File: src/rtl/muldiv_unit.sv
// Iterative multiply/divide unit: latency-MUL_LAT multiply, restoring divide.
// Define MULDIV_EARLY_FINISH_EN to finish divide-by-zero one cycle after start.
module muldiv_unit #(
  parameter int WIDTH   = 32,
  parameter int MUL_LAT = 2
) (
  input  logic             clk,
  input  logic             rst,
  input  logic             start_i,
  input  logic [1:0]       op_i,
  input  logic             cancel_i,
  input  logic [WIDTH-1:0] opa_i,
  input  logic [WIDTH-1:0] opb_i,
  output logic             busy_o,
  output logic             done_o,
  output logic [WIDTH-1:0] hi_o,
  output logic [WIDTH-1:0] lo_o
);

  localparam logic [1:0] S_IDLE = 2'd0;
  localparam logic [1:0] S_MUL  = 2'd1;
  localparam logic [1:0] S_DIV  = 2'd2;
  localparam logic [1:0] S_DONE = 2'd3;

  localparam int W2 = 2 * WIDTH;
  localparam int CW = $clog2(WIDTH + 1);
  localparam logic [CW-1:0] C_MUL = CW'(MUL_LAT - 1);
  localparam logic [CW-1:0] C_DIV = CW'(WIDTH);
  localparam logic [CW-1:0] C_ONE = CW'(1);

  logic [1:0]       r_state;
  logic             r_sgn;
  logic [WIDTH-1:0] r_a;
  logic [WIDTH-1:0] r_b;
  logic [WIDTH-1:0] r_quo;
  logic [WIDTH-1:0] r_rem;
  logic [CW-1:0]    r_cnt;
  logic [WIDTH-1:0] r_hi;
  logic [WIDTH-1:0] r_lo;

  logic             w_accept;
  logic             w_early;
  logic             w_in_sgn;
  logic [WIDTH-1:0] w_in_amag;
  logic             w_in_mul;
  logic             w_mul_sgn;
  logic [WIDTH-1:0] w_mul_a;
  logic [WIDTH-1:0] w_mul_b;
  logic [W2-1:0]    w_ea;
  logic [W2-1:0]    w_eb;
  logic [W2-1:0]    w_prod;
  logic             w_a_neg;
  logic             w_b_neg;
  logic [WIDTH-1:0] w_bmag;
  logic [WIDTH:0]   w_shift;
  logic             w_ge;
  logic [WIDTH-1:0] w_rem_nx;
  logic [WIDTH-1:0] w_quo_nx;
  logic [WIDTH-1:0] w_q_fix;
  logic [WIDTH-1:0] w_r_fix;
  logic             w_dz;

  assign w_accept = start_i & ~cancel_i &
                    ((r_state == S_IDLE) | (r_state == S_DONE));

`ifdef MULDIV_EARLY_FINISH_EN
  assign w_early = (opb_i == '0);
`else
  assign w_early = 1'b0;
`endif

  assign w_in_sgn  = ~op_i[0];
  assign w_in_amag = (w_in_sgn & opa_i[WIDTH-1]) ? -opa_i : opa_i;

  // Multiplier reads the live inputs only when the product is due at acceptance
  assign w_in_mul  = (r_state == S_MUL);
  assign w_mul_sgn = w_in_mul ? r_sgn : w_in_sgn;
  assign w_mul_a   = w_in_mul ? r_a : opa_i;
  assign w_mul_b   = w_in_mul ? r_b : opb_i;
  assign w_ea      = {{WIDTH{w_mul_sgn & w_mul_a[WIDTH-1]}}, w_mul_a};
  assign w_eb      = {{WIDTH{w_mul_sgn & w_mul_b[WIDTH-1]}}, w_mul_b};
  assign w_prod    = w_ea * w_eb;

  assign w_a_neg  = r_sgn & r_a[WIDTH-1];
  assign w_b_neg  = r_sgn & r_b[WIDTH-1];
  assign w_bmag   = w_b_neg ? -r_b : r_b;
  assign w_shift  = {r_rem, r_quo[WIDTH-1]};
  assign w_ge     = (w_shift >= {1'b0, w_bmag});
  assign w_rem_nx = w_ge ? (w_shift[WIDTH-1:0] - w_bmag)
                         : w_shift[WIDTH-1:0];
  assign w_quo_nx = {r_quo[WIDTH-2:0], w_ge};
  assign w_q_fix  = (w_a_neg ^ w_b_neg) ? -w_quo_nx : w_quo_nx;
  assign w_r_fix  = w_a_neg ? -w_rem_nx : w_rem_nx;
  assign w_dz     = (r_b == '0);

  always_ff @(posedge clk or negedge rst) begin
    if (!rst) begin
      r_state <= S_IDLE;
      r_sgn   <= 1'b0;
      r_a     <= '0;
      r_b     <= '0;
      r_quo   <= '0;
      r_rem   <= '0;
      r_cnt   <= '0;
      r_hi    <= '0;
      r_lo    <= '0;
    end else begin
      unique case (r_state)
        S_IDLE, S_DONE: begin
          if (w_accept) begin
            r_sgn <= w_in_sgn;
            r_a   <= opa_i;
            r_b   <= opb_i;
            r_quo <= w_in_amag;
            r_rem <= '0;
            if (op_i[1]) begin
              if (w_early) begin
                r_state <= S_DONE;
                r_hi    <= opa_i;
                r_lo    <= {WIDTH{1'b1}};
              end else begin
                r_state <= S_DIV;
                r_cnt   <= C_DIV;
              end
            end else if (MUL_LAT == 1) begin
              r_state <= S_DONE;
              r_hi    <= w_prod[W2-1:WIDTH];
              r_lo    <= w_prod[WIDTH-1:0];
            end else begin
              r_state <= S_MUL;
              r_cnt   <= C_MUL;
            end
          end else begin
            r_state <= S_IDLE;
          end
        end
        S_MUL: begin
          if (cancel_i) begin
            r_state <= S_IDLE;
          end else if (r_cnt == C_ONE) begin
            r_state <= S_DONE;
            r_hi    <= w_prod[W2-1:WIDTH];
            r_lo    <= w_prod[WIDTH-1:0];
          end else begin
            r_cnt <= r_cnt - C_ONE;
          end
        end
        S_DIV: begin
          if (cancel_i) begin
            r_state <= S_IDLE;
          end else begin
            r_rem <= w_rem_nx;
            r_quo <= w_quo_nx;
            r_cnt <= r_cnt - C_ONE;
            // Final quotient bit lands with the sign fix-up in one step
            if (r_cnt == C_ONE) begin
              r_state <= S_DONE;
              r_hi    <= w_dz ? r_a : w_r_fix;
              r_lo    <= w_dz ? {WIDTH{1'b1}} : w_q_fix;
            end
          end
        end
        default: r_state <= S_IDLE;
      endcase
    end
  end

  assign busy_o = (r_state == S_MUL) | (r_state == S_DIV);
  assign done_o = (r_state == S_DONE);
  assign hi_o   = r_hi;
  assign lo_o   = r_lo;

endmodule

File: config.mk
export PLATFORM = sky130hd
export DESIGN_NAME = muldiv_unit
export DESIGN_NICKNAME = d
export VERILOG_FILES = /design/src/rtl/muldiv_unit.sv
export SDC_FILE = /design/constraint.sdc
export NUM_CORES = 2
export LEC_CHECK = 0
export ABC_AREA = 1
export CELL_PAD_IN_SITES_DETAIL_PLACEMENT = 1
export CELL_PAD_IN_SITES_GLOBAL_PLACEMENT = 1
export CORE_ASPECT_RATIO = 0.5
export CORE_MARGIN = 3
export CORE_UTILIZATION = 45
export CTS_CLUSTER_DIAMETER = 40
export DETAILED_ROUTE_END_ITERATION = 6
export HOLD_SLACK_MARGIN = 0.03
export MAX_ROUTING_LAYER = met4
export PLACE_DENSITY = 0.89
export SYNTH_ARGS = -nofsm -noshare
export SYNTH_HDL_FRONTEND = slang
export SYNTH_SLANG_ARGS = --single-unit
File: constraint.sdc
create_clock -name clk -period 8.7 [get_ports clk]
set_input_delay 1.74 -clock clk [delete_from_list [all_inputs] [get_ports clk]]
set_output_delay 1.74 -clock clk [all_outputs]
set_load 0.02 [all_outputs]
==> results of run 1 <==
[timing repair]
action / in CTS
setup endpoints to repair: 47
gates cloned: 8
resized for setup: 1139
hold endpoints to repair: 0
buffers inserted: 297
pin swaps: 399
[cell families after synthesis]
family	count (synthesis)	synth area share [%]
simple gates	2638	19.8
buf+inv	1929	13.6
fa+ha+maj	1380	47.9
compound gates	702	7.33
flops	201	9.38
xor+xnor	117	1.91
[through the flow]
| step | setup TNS (ns) | hold slack (ns) | setup WS [ns] | util [%] | instances |
|---|---|---|---|---|---|
| detailed placement | -64.12 | 0.479 | -2.00 | 54.7 | 9224 |
| CTS | -1.85 | 0.492 | -0.189 | 60.9 | 9599 |
| global placement | -47.05 | 0.465 | -1.58 | 54.7 | 9224 |
| floorplan | -0.0718 | 0.451 | -0.0718 | - | 6967 |
[metal layers]
layer,overflow,track usage (%)
met4,176,79.8
met5,-,-
met3,91,81.0
met2,229,93.4
met1,63,83.0
[cell usage after synthesis, drive strengths merged (2+ instances only)]
cell type     n  area [sq um]
clkinv       13          48.8
nand3       184           941
dfrtp       201          5030
nand4        31           200
o41ai         3          26.3
o221ai       21           184
a41oi         2          17.5
clkbuf      240           901
a31oi        47           294
a221oi        4          35.0
buf          30           183
o31ai         4          30.0
o21a          6          45.0
nand3b        9          67.6
xnor2        44           385
a21oi       191           975
nor2        742          2870
o21ai       330          1660
nor4         14          87.6
o21bai       21           158
a21boi        4          30.0
fa         1126         22500
nor3         38           200
o211ai       15           113
nor3b         2          15.0
or2          18           113
nand2      1598          6120
o22ai        34           213
inv        1646          6180
xor2         73           639
a21o         14           105
ha          254          3180
==> flow_metrics.py, run 1 <==
metrics = {
    "synth": {
        "synth_top_flop_cell": "dfrtp_1",
        "ys_types": 56,
        "ys_warn_count": 0,
        "synthArstFlopShare_pct": 100,
        "synth-seq-cells": 201,
        "synth_edf_count": 0,
        "yosysSeqAreaShare_pct": 9.38,
        "synth_area_per_cell_sq_um": 7.70,
        "synth_area_sq_um": 53600,
        "synthCells": 6967,
        "synth_nets": 8417,
    },
    "floorplanning": {
        "num_rows": 88,
        "chipWidth_microns": 494,
        "dieHeight_microns": 250,
        "initial_core_util_pct": 45.9,
        "io_pins": 136,
    },
    "run_status": {
        "error_line": "[ERROR GRT-0232] Routing congestion too high. Check the congestion heatmap in the GUI.",
        "status": "did not finish",
        "haltStage": "global routing (5_1_grt)",
    },
    "clock_network": {
        "cts_buffers": 43,
        "htree_levels": 2,
        "clock_sinks": 201,
        "cts_root_buf": "clkbuf_16",
        "clk_path_buf_depth": 3,
        "hold_buffers": 0,
    },
    "placed_design": {
        "placed_cell_area_sq_um": 63900,
        "io_buffers": 135,
        "gp_congestion": 1.04,
        "hpwl_microns": 223000,
    },
    "global_routing": {
        "grt_max_degree": 108,
        "grt_overflow": 559,
        "grtUsageTotal_pct": 85.2,
    },
}
==> inputs of run 2 (changes only) <==
Settings changed: CELL_PAD_IN_SITES_DETAIL_PLACEMENT 1 to unset, CELL_PAD_IN_SITES_GLOBAL_PLACEMENT 1 to unset, CORE_ASPECT_RATIO 0.5 to unset, CORE_UTILIZATION 45 to 40, CTS_CLUSTER_DIAMETER 40 to unset, HOLD_SLACK_MARGIN 0.03 to unset, MAX_ROUTING_LAYER met4 to unset, PLACE_DENSITY 0.89 to unset, PLACE_DENSITY_LB_ADDON set to 0.15.
Clock period 8.7 ns to 11.3 ns, I/O delays scaled along.
==> run 2 against run 1 <==
The flow now finishes, with violations (design-rule violations). Synthesized cell count unchanged. Area after synthesis unchanged.
==> flow_metrics.py, run 2 <==
metrics = {
    "worst_setup_path": {
        "reg2reg_from": "r_state[1]",
        "worstSetupPathType": "in -> reg",
        "reg2reg_depth": 31,
        "critPathMaxFanout": 11,
        "cp_common_cell": "fa_1",
        "arrival_ns": 11.35,
        "critPathRequiredTime_ns": 11.78,
        "start_kind": "input pin",
        "critPathSlowestCell": "o21ai_2",
        "endpoint_kind": "flop",
        "timing.rr.end": "hi_o[29]",
        "critical_path.max_stage_delay_ns": 0.72,
        "r2r_setup_slack_ns": 1.22,
    },
    "floorplanning": {
        "core_sq_um": 132000,
        "num_rows": 133,
        "chipWidth_microns": 372,
        "dieHeight_microns": 372,
        "io_pins": 136,
        "die-area_sq_um": 139000,
        "initial_core_util_pct": 40.5,
    },
    "synth": {
        "synth.top_cell.area_share_pct": 42.0,
        "synthArstFlopShare_pct": 100,
        "synth_nets": 8417,
        "synth_edf_count": 0,
        "ys_types": 56,
        "yosysMostFrequentCell": "inv_1",
        "synth_area_per_cell_sq_um": 7.70,
        "yosysTopAreaCell": "fa_1",
        "synth_top_flop_cell": "dfrtp_1",
        "synthCells": 6967,
        "yosys-top-cells-count": "inv_1, nand2_1, fa_1",
        "ys_warn_count": 0,
        "synth_area_sq_um": 53600,
        "synthTopCellsByArea": "fa_1, inv_1, nand2_1, dfrtp_1, ha_1",
        "yosysSeqAreaShare_pct": 9.38,
        "synth-seq-cells": 201,
    },
    "finish": {
        "layout_common_cells": "inv_1, nand2_1, fa_1, nor2_1, buf_4",
        "seqCellArea_sq_um": 5030,
        "multi_input_area_sq_um": 41600,
        "fin_area_sq_um": 59600,
        "nFillCells": 13500,
        "area_growth_pct": 11.0,
        "layout-drive-gt1-share_pct": 6.61,
        "nNetsFinal": 8590,
        "layout_commonest_cell": "inv_1",
    },
    "placed_design": {
        "gp_congestion": 1.02,
        "hpwl_microns": 175000,
        "io_buffers": 135,
        "placed_cell_area_sq_um": 58800,
    },
    "timing": {
        "finalHoldViolCount": 0,
        "max_slew.worst_pin.slew_ns": 1.25,
        "fin_skew_ns": 0.0130,
        "slew_headroom_pct": 16.2,
        "finalMaxSlewViolations": 0,
        "period_needed_ns": 10.87,
        "fin_setup_tns_ns": 0,
        "fmaxAchievable_mhz": 92.0,
        "fin_crit_sh_pct": 96.2,
        "finalSetupViolCount": 0,
        "rsz0062_at_grt": "no",
    },
    "global_routing": {
        "grtUsageTotal_pct": 30.3,
        "grt_pass1_vias": 47300,
        "grt_overflow": 0,
        "grt_pass1_wl_microns": 310000,
        "grt_max_degree": 102,
        "antenna_found_initial": 2,
    },
    "clock_network": {
        "cts_resized": 0,
        "insertion_delay_ns": 0.56,
        "clock_sinks": 201,
        "cts_root_buf": "clkbuf_16",
        "cts_tree": "yes",
        "clk_path_buf_depth": 3,
        "cts_setup_buffers": 0,
        "clk_pin_slew_worst_paths_ns": 0.06,
        "htree_levels": 1,
        "cts_buffers": 24,
        "hold_buffers": 0,
    },
    "job": {
        "maxCapViolations": 0,
    },
    "min_path": {
        "whs_endpoint": "lo_o[7]",
        "hold_class": "reg -> reg",
        "min-delay-start": "lo_o[7]",
        "hold-path-cell-count": 2,
    },
    "drt": {
        "drtPass1Iterations": 7,
        "vias_per_cell": 5.24,
        "routed_wl_microns": 207000,
        "route.detailed.drc": 1,
        "drtIter0Drc": 4426,
        "post_drt_wl_per_cell_microns": 23.2,
        "antenna_left": 0,
        "vias": 46700,
    },
    "run_status": {
        "violations": "design-rule violations",
        "status": "finished, violations left",
    },
}
## run 2: cell counts after synthesis
Identical to the previous run, type by type.
## run 2: worst max-delay path, delay by kind of cell
kind / cells / cell delay (ns)
buffers and inverters: 8 / 1.61
and+or+nand+nor: 4 / 0.71
adders and majority gates: 9 / 4.38
AOI/OAI and AO/OA: 8 / 2.36
## run 2: metal layers
metal | up-vias | global-route usage (%) | wire length (microns)
met5 | - | 0 | 0
met4 | 0 | 11.3 | 9730
met3 | 316 | 5.29 | 17300
met2 | 1936 | 46.7 | 91500
met1 | 23500 | 42.6 | 88100
li1 | 20900 | - | -
## run 2: worst max-delay path by stage
| stage | startpoint | end | slack (ns) | cells after the start |
|---|---|---|---|---|
| 2_1_floorplan | opb_i[1] | hi_o[26] | 1.50 | 34 |
| 3_3_place_gp | opb_i[18] | hi_o[29] | 0.1 | 29 |
| 3_5_place_dp | opb_i[18] | hi_o[29] | 0.06 | 29 |
| 4_1_cts | opb_i[18] | hi_o[29] | 0.60 | 29 |
| 5_1_grt | opb_i[18] | hi_o[29] | 0.006 | 27 |
| 6_report | opb_i[18] | hi_o[29] | 0.43 | 29 |
## run 2: layout make-up
cell class | instances | area share [%]
antenna | 3 | 0.0126
inverter | 1659 | 10.5
clock buffer | 36 | 1.19
sequential | 201 | 8.45
clock inverter | 6 | 0.145
timing repair buffer | 417 | 6.29
multi-input combinational | 4837 | 69.8
tap | 1755 | 3.69
## run 2: kinds of logic after synthesis
logic type               Yosys count  synth area share, %
buffers and inverters           1929                 13.6
flip-flops                       201                 9.38
XOR/XNOR                         117                 1.91
adder cells (fa/ha/maj)         1380                 47.9
AND/OR/NAND/NOR                 2638                 19.8
AO/OA/AOI/OAI                    702                 7.33
## run 2: stage by stage
step	setup WS, ns	util [%]	hold slack, ns	std cells
detailed placement	0.0579	44.4	0.471	8869
CTS	0.595	45.0	0.486	8911
finish	0.427	45.0	0.486	8914
floorplan	1.50	-	0.451	6967
global route	0.00607	45.0	0.504	8911
global placement	0.0996	44.4	0.468	8869
Power of run 2 is not shown: default switching activity piles up to over one toggle a cycle in this logic, so the estimate is an artifact.
